File: src/rtl/rv_iommu_wsi_gen.sv
// Wired-signalled interrupt generator for the RISC-V IOMMU: latches pending
// events per source and drives level or fixed-width pulse wires per vector.
module rv_iommu_wsi_gen #(
  parameter int unsigned N_SRC        = 4,
  parameter int unsigned N_INT_VEC    = 16,
  parameter int unsigned PULSE_CYCLES = 4,
  localparam int unsigned VEC_W = (N_INT_VEC > 1) ? $clog2(N_INT_VEC) : 1,
  localparam int unsigned CNT_W = $clog2(PULSE_CYCLES + 1)
) (
  input  logic                   clk_i,
  input  logic                   rst_ni,
  input  logic                   wsi_en_i,
  input  logic                   mode_pulse_i,
  input  logic [N_SRC*VEC_W-1:0] ivec_i,
  input  logic [N_SRC-1:0]       ie_i,
  input  logic [N_SRC-1:0]       ip_set_i,
  input  logic [N_SRC-1:0]       ip_clr_i,
  output logic [N_SRC-1:0]       ip_o,
  output logic [N_INT_VEC-1:0]   wsi_wires_o
);

  localparam logic [VEC_W:0]   VEC_LIM = (VEC_W + 1)'(N_INT_VEC);
  localparam logic [CNT_W-1:0] CNT_MAX = CNT_W'(PULSE_CYCLES);
  localparam logic [CNT_W-1:0] CNT_ONE = CNT_W'(1);

  logic [N_SRC-1:0]                ip_d, ip_q;
  logic [N_SRC-1:0]                prev_d, prev_q;
  logic [N_SRC-1:0]                act, rise;
  logic [N_INT_VEC-1:0]            lvl_d, lvl_q;
  logic [N_INT_VEC-1:0]            wires_d, wires_q;
  logic [N_INT_VEC-1:0]            lvl_hit, rise_hit;
  logic [N_INT_VEC-1:0][CNT_W-1:0] cnt_d, cnt_q;
  logic                            mode_q;
  logic                            flush;

  // Set wins over clear so a new event is never lost; ivec range check is one bit wider.
  always_comb begin
    ip_d = (ip_q & ~ip_clr_i) | ip_set_i;
    for (int s = 0; s < int'(N_SRC); s++) begin
      act[s] = ip_q[s] & ie_i[s] & ({1'b0, ivec_i[s*VEC_W +: VEC_W]} < VEC_LIM);
    end
    rise = act & ~prev_q;
  end

  always_comb begin
    lvl_hit  = '0;
    rise_hit = '0;
    for (int v = 0; v < int'(N_INT_VEC); v++) begin
      for (int s = 0; s < int'(N_SRC); s++) begin
        lvl_hit[v]  = lvl_hit[v]  | (act[s]  & (ivec_i[s*VEC_W +: VEC_W] == VEC_W'(v)));
        rise_hit[v] = rise_hit[v] | (rise[s] & (ivec_i[s*VEC_W +: VEC_W] == VEC_W'(v)));
      end
    end
  end

  // Disable or a mode switch flushes all wire state in the same cycle.
  always_comb begin
    flush  = ~wsi_en_i | (mode_pulse_i ^ mode_q);
    lvl_d  = '0;
    cnt_d  = '0;
    prev_d = '0;
    if (flush) begin
      lvl_d  = '0;
      prev_d = '0;
    end else if (mode_pulse_i) begin
      prev_d = act;
      for (int v = 0; v < int'(N_INT_VEC); v++) begin
        if (rise_hit[v]) begin
          cnt_d[v] = CNT_MAX;
        end else if (cnt_q[v] != '0) begin
          cnt_d[v] = cnt_q[v] - CNT_ONE;
        end else begin
          cnt_d[v] = '0;
        end
      end
    end else begin
      lvl_d = lvl_hit;
    end
    for (int v = 0; v < int'(N_INT_VEC); v++) begin
      wires_d[v] = mode_pulse_i ? (cnt_d[v] != '0) : lvl_d[v];
    end
  end

  always_ff @(posedge clk_i) begin
    if (!rst_ni) begin
      ip_q    <= '0;
      prev_q  <= '0;
      lvl_q   <= '0;
      cnt_q   <= '0;
      wires_q <= '0;
      mode_q  <= 1'b0;
    end else begin
      ip_q    <= ip_d;
      prev_q  <= prev_d;
      lvl_q   <= lvl_d;
      cnt_q   <= cnt_d;
      wires_q <= wires_d;
      mode_q  <= mode_pulse_i;
    end
  end

  assign ip_o        = ip_q;
  assign wsi_wires_o = wires_q;

endmodule

File: config.mk
export PLATFORM = sky130hd
export DESIGN_NAME = rv_iommu_wsi_gen
export DESIGN_NICKNAME = d
export VERILOG_FILES = /design/src/rtl/rv_iommu_wsi_gen.sv
export SDC_FILE = /design/constraint.sdc
export NUM_CORES = 1
export LEC_CHECK = 0
export ABC_CLOCK_PERIOD_IN_PS = 1500
export BUFFER_PORTS_ARGS = -buffer_cell sky130_fd_sc_hd__clkbuf_2
export CAP_MARGIN = 10
export CORE_ASPECT_RATIO = 0.5
export CORE_MARGIN = 5
export CORE_UTILIZATION = 50
export CTS_BUF_LIST = sky130_fd_sc_hd__clkbuf_8
export CTS_CLUSTER_DIAMETER = 50
export DETAILED_ROUTE_END_ITERATION = 8
export GPL_TIMING_DRIVEN = 0
export HOLD_SLACK_MARGIN = 0.1
export PLACE_DENSITY = 0.74
export SYNTH_ARGS = -nofsm -noshare
export SYNTH_HDL_FRONTEND = slang
export SYNTH_SLANG_ARGS = --single-unit
File: constraint.sdc
create_clock -name clk_i -period 1.5 [get_ports clk_i]
set_input_delay 0.3 -clock clk_i [delete_from_list [all_inputs] [get_ports clk_i]]
set_output_delay 0.3 -clock clk_i [all_outputs]
set_load 0.02 [all_outputs]
---- After elaboration in Yosys (flattened, before gate mapping) ----
Cells that the tools add are included.
operators by class
  reductions and logical operators ........ 37
  equality and inequality tests ........... 60
  muxes and demuxes ....................... 51
  add/subtract/negate cells ............... 16
  bitwise gates (word level) .............. 238
operator list
  operator             number
  $and 1x1->1          132
  $eq 4x4->1 const B   32
  $or 1x1->1           97
  $mux 3               32
  $mux 48              2
  $reduce_bool 3->1    32
  $eq 4x3->1 const B   16
  $sub 3x1->3 const B  16
  $eq 4x2->1 const B   8
  $eq 4x1->1 const B   4
  $logic_not 4->1      4
  $mux 1               16
  $mux 16              1
  $and 4x4->4          2
  $not 4->4            2
  $or 4x4->4           1
  $not 1->1            3
  $reduce_or 3->1      1
  $xor 1x1->1          1
word-level totals
  register bits ........................... 73
  output and inout bits ................... 20
  input port bits ......................... 32
  logic and storage cells ................. 422

---- Logic depth before layout (Yosys ltp) ----
  word-level depth ........................ 11
  depth in mapped cells ................... 6
  depth with buffers taken out ............ 5

---- Least setup slack after synthesis ----
Ideal clock, no wire load.
  path type ............................... reg2reg
  start ................................... register ip_q[1] (netlist: ip_o[1])
  end ..................................... register wires_q[9] (netlist: wsi_wires_o[9])
  clock period less this slack ............ 1677 ps
  arrival ................................. 1543 ps
  data required time ...................... 1367 ps
  slack ................................... -177 ps
  path buffers ............................ 1
  stages on the path, launching flop included .. 7
  library setup time ...................... 133 ps
  path through ............................ dfxtp_1 and3b_1 buf_2 a32o_1 a211o_1 nor4b_1 o22ai_1
on the way
  longest elaborated chain between the ends .. 11
  elaborated cells on any way between the ends .. 16
  classes of those cells .................. 5 x mux; 10 x bitwise; 1 x reduce/logical
RTL lines
  item                      RTL line  text
  from (decl)               26        logic [N_SRC-1:0] ip_d, ip_q;
  from (signal assigned)    93        ip_q <= ip_d;
  $and 1x1->1 *             40        act[s] = ip_q[s] & ie_i[s] & ({1'b0, ivec_i[s*VEC_W +: VEC_W]} < VEC_LIM);
  $and 4x4->4               42        rise = act & ~prev_q;
  $and 1x1->1               51        rise_hit[v] = rise_hit[v] | (rise[s] & (ivec_i[s*VEC_W +: VEC_W] == VEC_W'(v)));
  $or 1x1->1 (3 in series)  51
  $mux 3                    68        if (rise_hit[v]) begin
  $mux 48                   65        end else if (mode_pulse_i) begin
  $mux 48                   62        if (flush) begin
  $reduce_bool 3->1         80        wires_d[v] = mode_pulse_i ? (cnt_d[v] != '0) : lvl_d[v];
  $mux 1 *                  80
  to (signal assigned)      97        wires_q <= wires_d;
  to (decl)                 30        logic [N_INT_VEC-1:0] wires_d, wires_q;
Mark *: on every way between the ends. The rest lies on a longest branch, timed or not.
A chain may end at the register's enable or synchronous reset.

---- Worst setup path after layout ----
  start ................................... register ip_q[1] (netlist: ip_o[1])
  end ..................................... register cnt_q[18] (netlist bit)
on the way
  longest elaborated chain between the ends .. 9
RTL lines
  item                      RTL line  text
  $and 1x1->1               40
  $and 4x4->4               42
  $and 1x1->1               51
  $or 1x1->1 (3 in series)  51
  $mux 3                    68
  $mux 48                   65
  $mux 48                   62
  to (signal assigned)      96        cnt_q <= cnt_d;
  to (decl)                 32        logic [N_INT_VEC-1:0][CNT_W-1:0] cnt_d, cnt_q;
Every way passes these cells.

==> summary.txt <==
Placed instance count - 624
Pint - 0.00294 W
Pin count of the biggest net entering global routing - 13
Total congestion overflow - 0
Initial antenna violation count - 0
Arrival @ worst endpoint - 2150 ps
LEAKAGE - 1.84 nW
Fin crit period - 1850 ps
Seq pwr share - 0.488
Top cells by area in the synthesized netlist - dfxtp_1 (38%), nor2_1 (6.6%), nand2_1 (4.5%), o22ai_1 (4.3%), a211oi_1 (3.5%)
RSZ-0062 raised after global routing - yes
Reg clk slew, reported paths - 80 ps
Vias - 4,143
FF-to-FF path depth - 8
Fillers - 566
Row Count - 22
Max_cap viols - 0
Clock Power Share - 0.385
Final period utilization - 1.24
H-tree levels - 3
Max Clk Rate - 539 MHz
Die area - 0.00957 mm2
Post-Syn Instances - 479
Vias in the first global route - 3,775
Clock Root Buffer - clkbuf_8
Post-DP HPWL - 8540 um
Critical path's most frequent cell - buf_6
Critical Path Max Stage Delay - 340 ps
Worst path bufs/invs - 3
Mapped Nets - 519
IO Port Bufs - 49
Clock Sinks - 73
Slew headroom - 0.566
NumNets Final - 611
Final hold viol count - 0
Vias per std cell - 6.17
Cell variety after synth - 56
Setup ws final - -354 ps
Pins over their slew limit - 0
Hold Crit Start - ip_set_i[2]
FF-to-FF setup slack - -350 ps
Top_reg_cell synth - dfxtp_1
Synthesized area - 0.00381 mm2
Clock skew - 11.4 ps
Die Y - 71.7 um
CTS Buf Count - 9
Crit. End Element - flip-flop
Routed Antenna Nets - 0
Setup Slack @ Placement - -523 ps
Final wirelength - 12,900 um
Critical path, cell by cell - and3b_2 -> buf_6 -> buf_6 -> a32oi_2 -> o211ai_1 -> buf_4 -> or2_1 -> nor3_1
Ys async rst share - 0
Worst VDD drop - 0.564 mV
Worst Hold Class - in -> reg
First-pass GRT wire length - 19,400 um
CP max-delay cell - dfxtp_4
Detailed-router iteration count before antenna repair - 7
Hold_ws - 143 ps
#FFs+latches synth - 73
TritonCTS clock tree - built
Final Wtd Congestion - 1.06
Setup violations, final - 65
Sequential share of the synthesized area - 0.384
Clk Latency, worst-skew pair - 360 ps
Power Dens Cells - 757 mW/mm2
Initial drt markers - 587
Setup CP Type - reg -> reg
DP Area - 0.00420 mm2
Logic pwr share - 0.127
Outcome - complete, but fails checks
Die W - 133 um
Delay-heaviest family, CP - simple AND/OR/NAND/NOR gates
Ant diodes - 0
Drc violations - 0
EDFF count, synth - 0
Non-Filler Instances - 671
Post-route cell area - 0.00530 mm2
RR Endpoint - cnt_q[18]
Clock Tree Buf Depth - 2
Pwr Total - 0.00402 W
Cell taking the most area after synthesis - dfxtp_1
Violations in the final reports - setup timing
Synth Warn # - 0
Hold buffer count at cts - 0
Core Area - 0.00738 mm2
Wirelength per Cell - 19.3 um
CP startpoint kind - flip-flop
Syn_area_per_cell - 7.95 um2
Hold path depth - 2
Share of cells above drive strength 1 - 0.370
Number of I/O pins - 52
Syn-to-layout area delta - 39.3%
Critical Path Fanout Max - 4
FF-to-FF Start - ip_o[1]
P_sw - 0.00108 W
Worst-margin pin slew - 648 ps
Hold worst-path end - ip_o[2]
Top cell type's share of synthesized area - 0.384
Switching part of the total power - 0.269
Initial Utilization - 0.516
Worst endpoint required time - 1790 ps
GRT Util Overall - 0.260
==> repair_timing <==
item | 4_1_cts | 5_1_grt
pin swaps | 41 | 31
endpoints found under the setup margin | 68 | 67
gates resized for setup | 68 | 68
setup buffers | 26 | 9
hold endpoints to repair | 0 | 0
==> layout by cell type, fill, tap and decap left out, types with 6 or more instances in the layout <==
cell      Yosys  final
o21ai_0      10     10
nor3_1       27      7
a32oi_2       0      6
nand2b_1     14     14
nand3_1      13     11
o221ai_4      0      6
or2_1        14      8
buf_6         1     11
nand2_1      46     42
clkbuf_2      0     54
o22ai_1      26     24
nor2_1       67     63
a21oi_2       1      9
clkbuf_8      0     10
or2_4         1      7
nor3_2        2     20
buf_4         1     25
a21oi_1      27     19
ha_1          8      8
nor2b_1      17     15
nand4_1       6      6
a211oi_1     18     14
dfxtp_1      73     67
inv_1        17     17
==> state kept, by name, summed over array words and instances, names as in the netlist <==
signal       cells
cnt_q           48
wsi_wires_o     16
ip_o             4
prev_q           4
mode_q           1
==> power by group through the flow <==
stage | logic [W] | clock network (W) | registers (W)
floorplan | 0.000189 | 0 | 0.00202
CTS | 0.000432 | 0.00157 | 0.00196
global route | 0.000536 | 0.00165 | 0.00196
global placement | 0.000341 | 0 | 0.00201
finish | 0.000511 | 0.00155 | 0.00196
detailed placement | 0.000343 | 0 | 0.00201
==> through the flow <==
stage / utilization / TNS (ps)
global placement: 0.569 / -23450
detailed placement: 0.569 / -23380
global route: 0.719 / -12650
CTS: 0.666 / -3440
finish: 0.719 / -9460
floorplan: - / -138
==> final cells by class <==
cell class                      count  area (um2)  area share
Buffer                             14        80.1      0.0151
Clock buffer                       10         138      0.0259
Clock inverter                      5        56.3      0.0106
Inverter                           17        63.8      0.0120
Multi-Input combinational cell    372        2810       0.529
Sequential cell                    73        1480       0.279
Tap cell                           96         120      0.0226
Timing Repair Buffer               84         562       0.106
==> cells in the mapped netlist, drive strengths merged, types with 2 or more instances <==
library cell	n
nor4	3
ha	8
o211ai	2
a211oi	19
o21ai	12
inv	17
nor2	67
and3	3
o22ai	26
clkbuf	11
nand4b	2
buf	6
or2	17
a21oi	28
nand2	46
nor2b	17
o32a	2
o21a	4
nand2b	14
and2	4
and3b	4
nor4b	4
o32ai	5
nand4	6
nor3b	2
o221ai	8
nor3	29
nand3b	2
nand3	13
and4b	3
dfxtp	73
a32oi	8
a21o	2
==> worst max-delay path by stage <==
| stage | startpoint | endpoint | slack, ps | cells after the start |
|---|---|---|---|---|
| floorplan | ip_o[3] | wsi_wires_o[9] | -70 | 6 |
| global placement | rst_ni | wsi_wires_o[3] | -540 | 5 |
| detailed placement | rst_ni | wsi_wires_o[0] | -520 | 5 |
| CTS | ip_o[1] | wsi_wires_o[9] | -240 | 6 |
| global route | ip_o[1] | cnt_q[18] | -340 | 8 |
| finish | ip_o[1] | cnt_q[18] | -350 | 8 |
==> per-layer routing <==
| layer | part of all wire | vias up | wire [um] | global-route usage |
|---|---|---|---|---|
| met1 | 0.42 | 1948 | 5470 | 0.336 |
| met5 | 0 | - | 0 | 0 |
| li1 | - | 1942 | - | - |
| met4 | 0.028 | 0 | 362 | 0.0867 |
| met2 | 0.45 | 209 | 5840 | 0.417 |
| met3 | 0.098 | 44 | 1270 | 0.0806 |
==> worst register-to-register path, delay by kind of cell, from the launching register on <==
family          cells  cell delay [ps]
flops               1              340
simple gates        3              560
buf+inv             3              470
compound gates      2              430
==> logic make-up (layout without fill, tap and decap cells) <==
family	count (synthesis)	in the layout	synth area share
AO/OA/AOI/OAI	122	122	0.223
buffers and inverters	34	130	0.0378
flip-flops	73	73	0.384
AND/OR/NAND/NOR	242	242	0.329
adder cells (fa/ha/maj)	8	8	0.0263
Power figures use the tool's default switching activity.
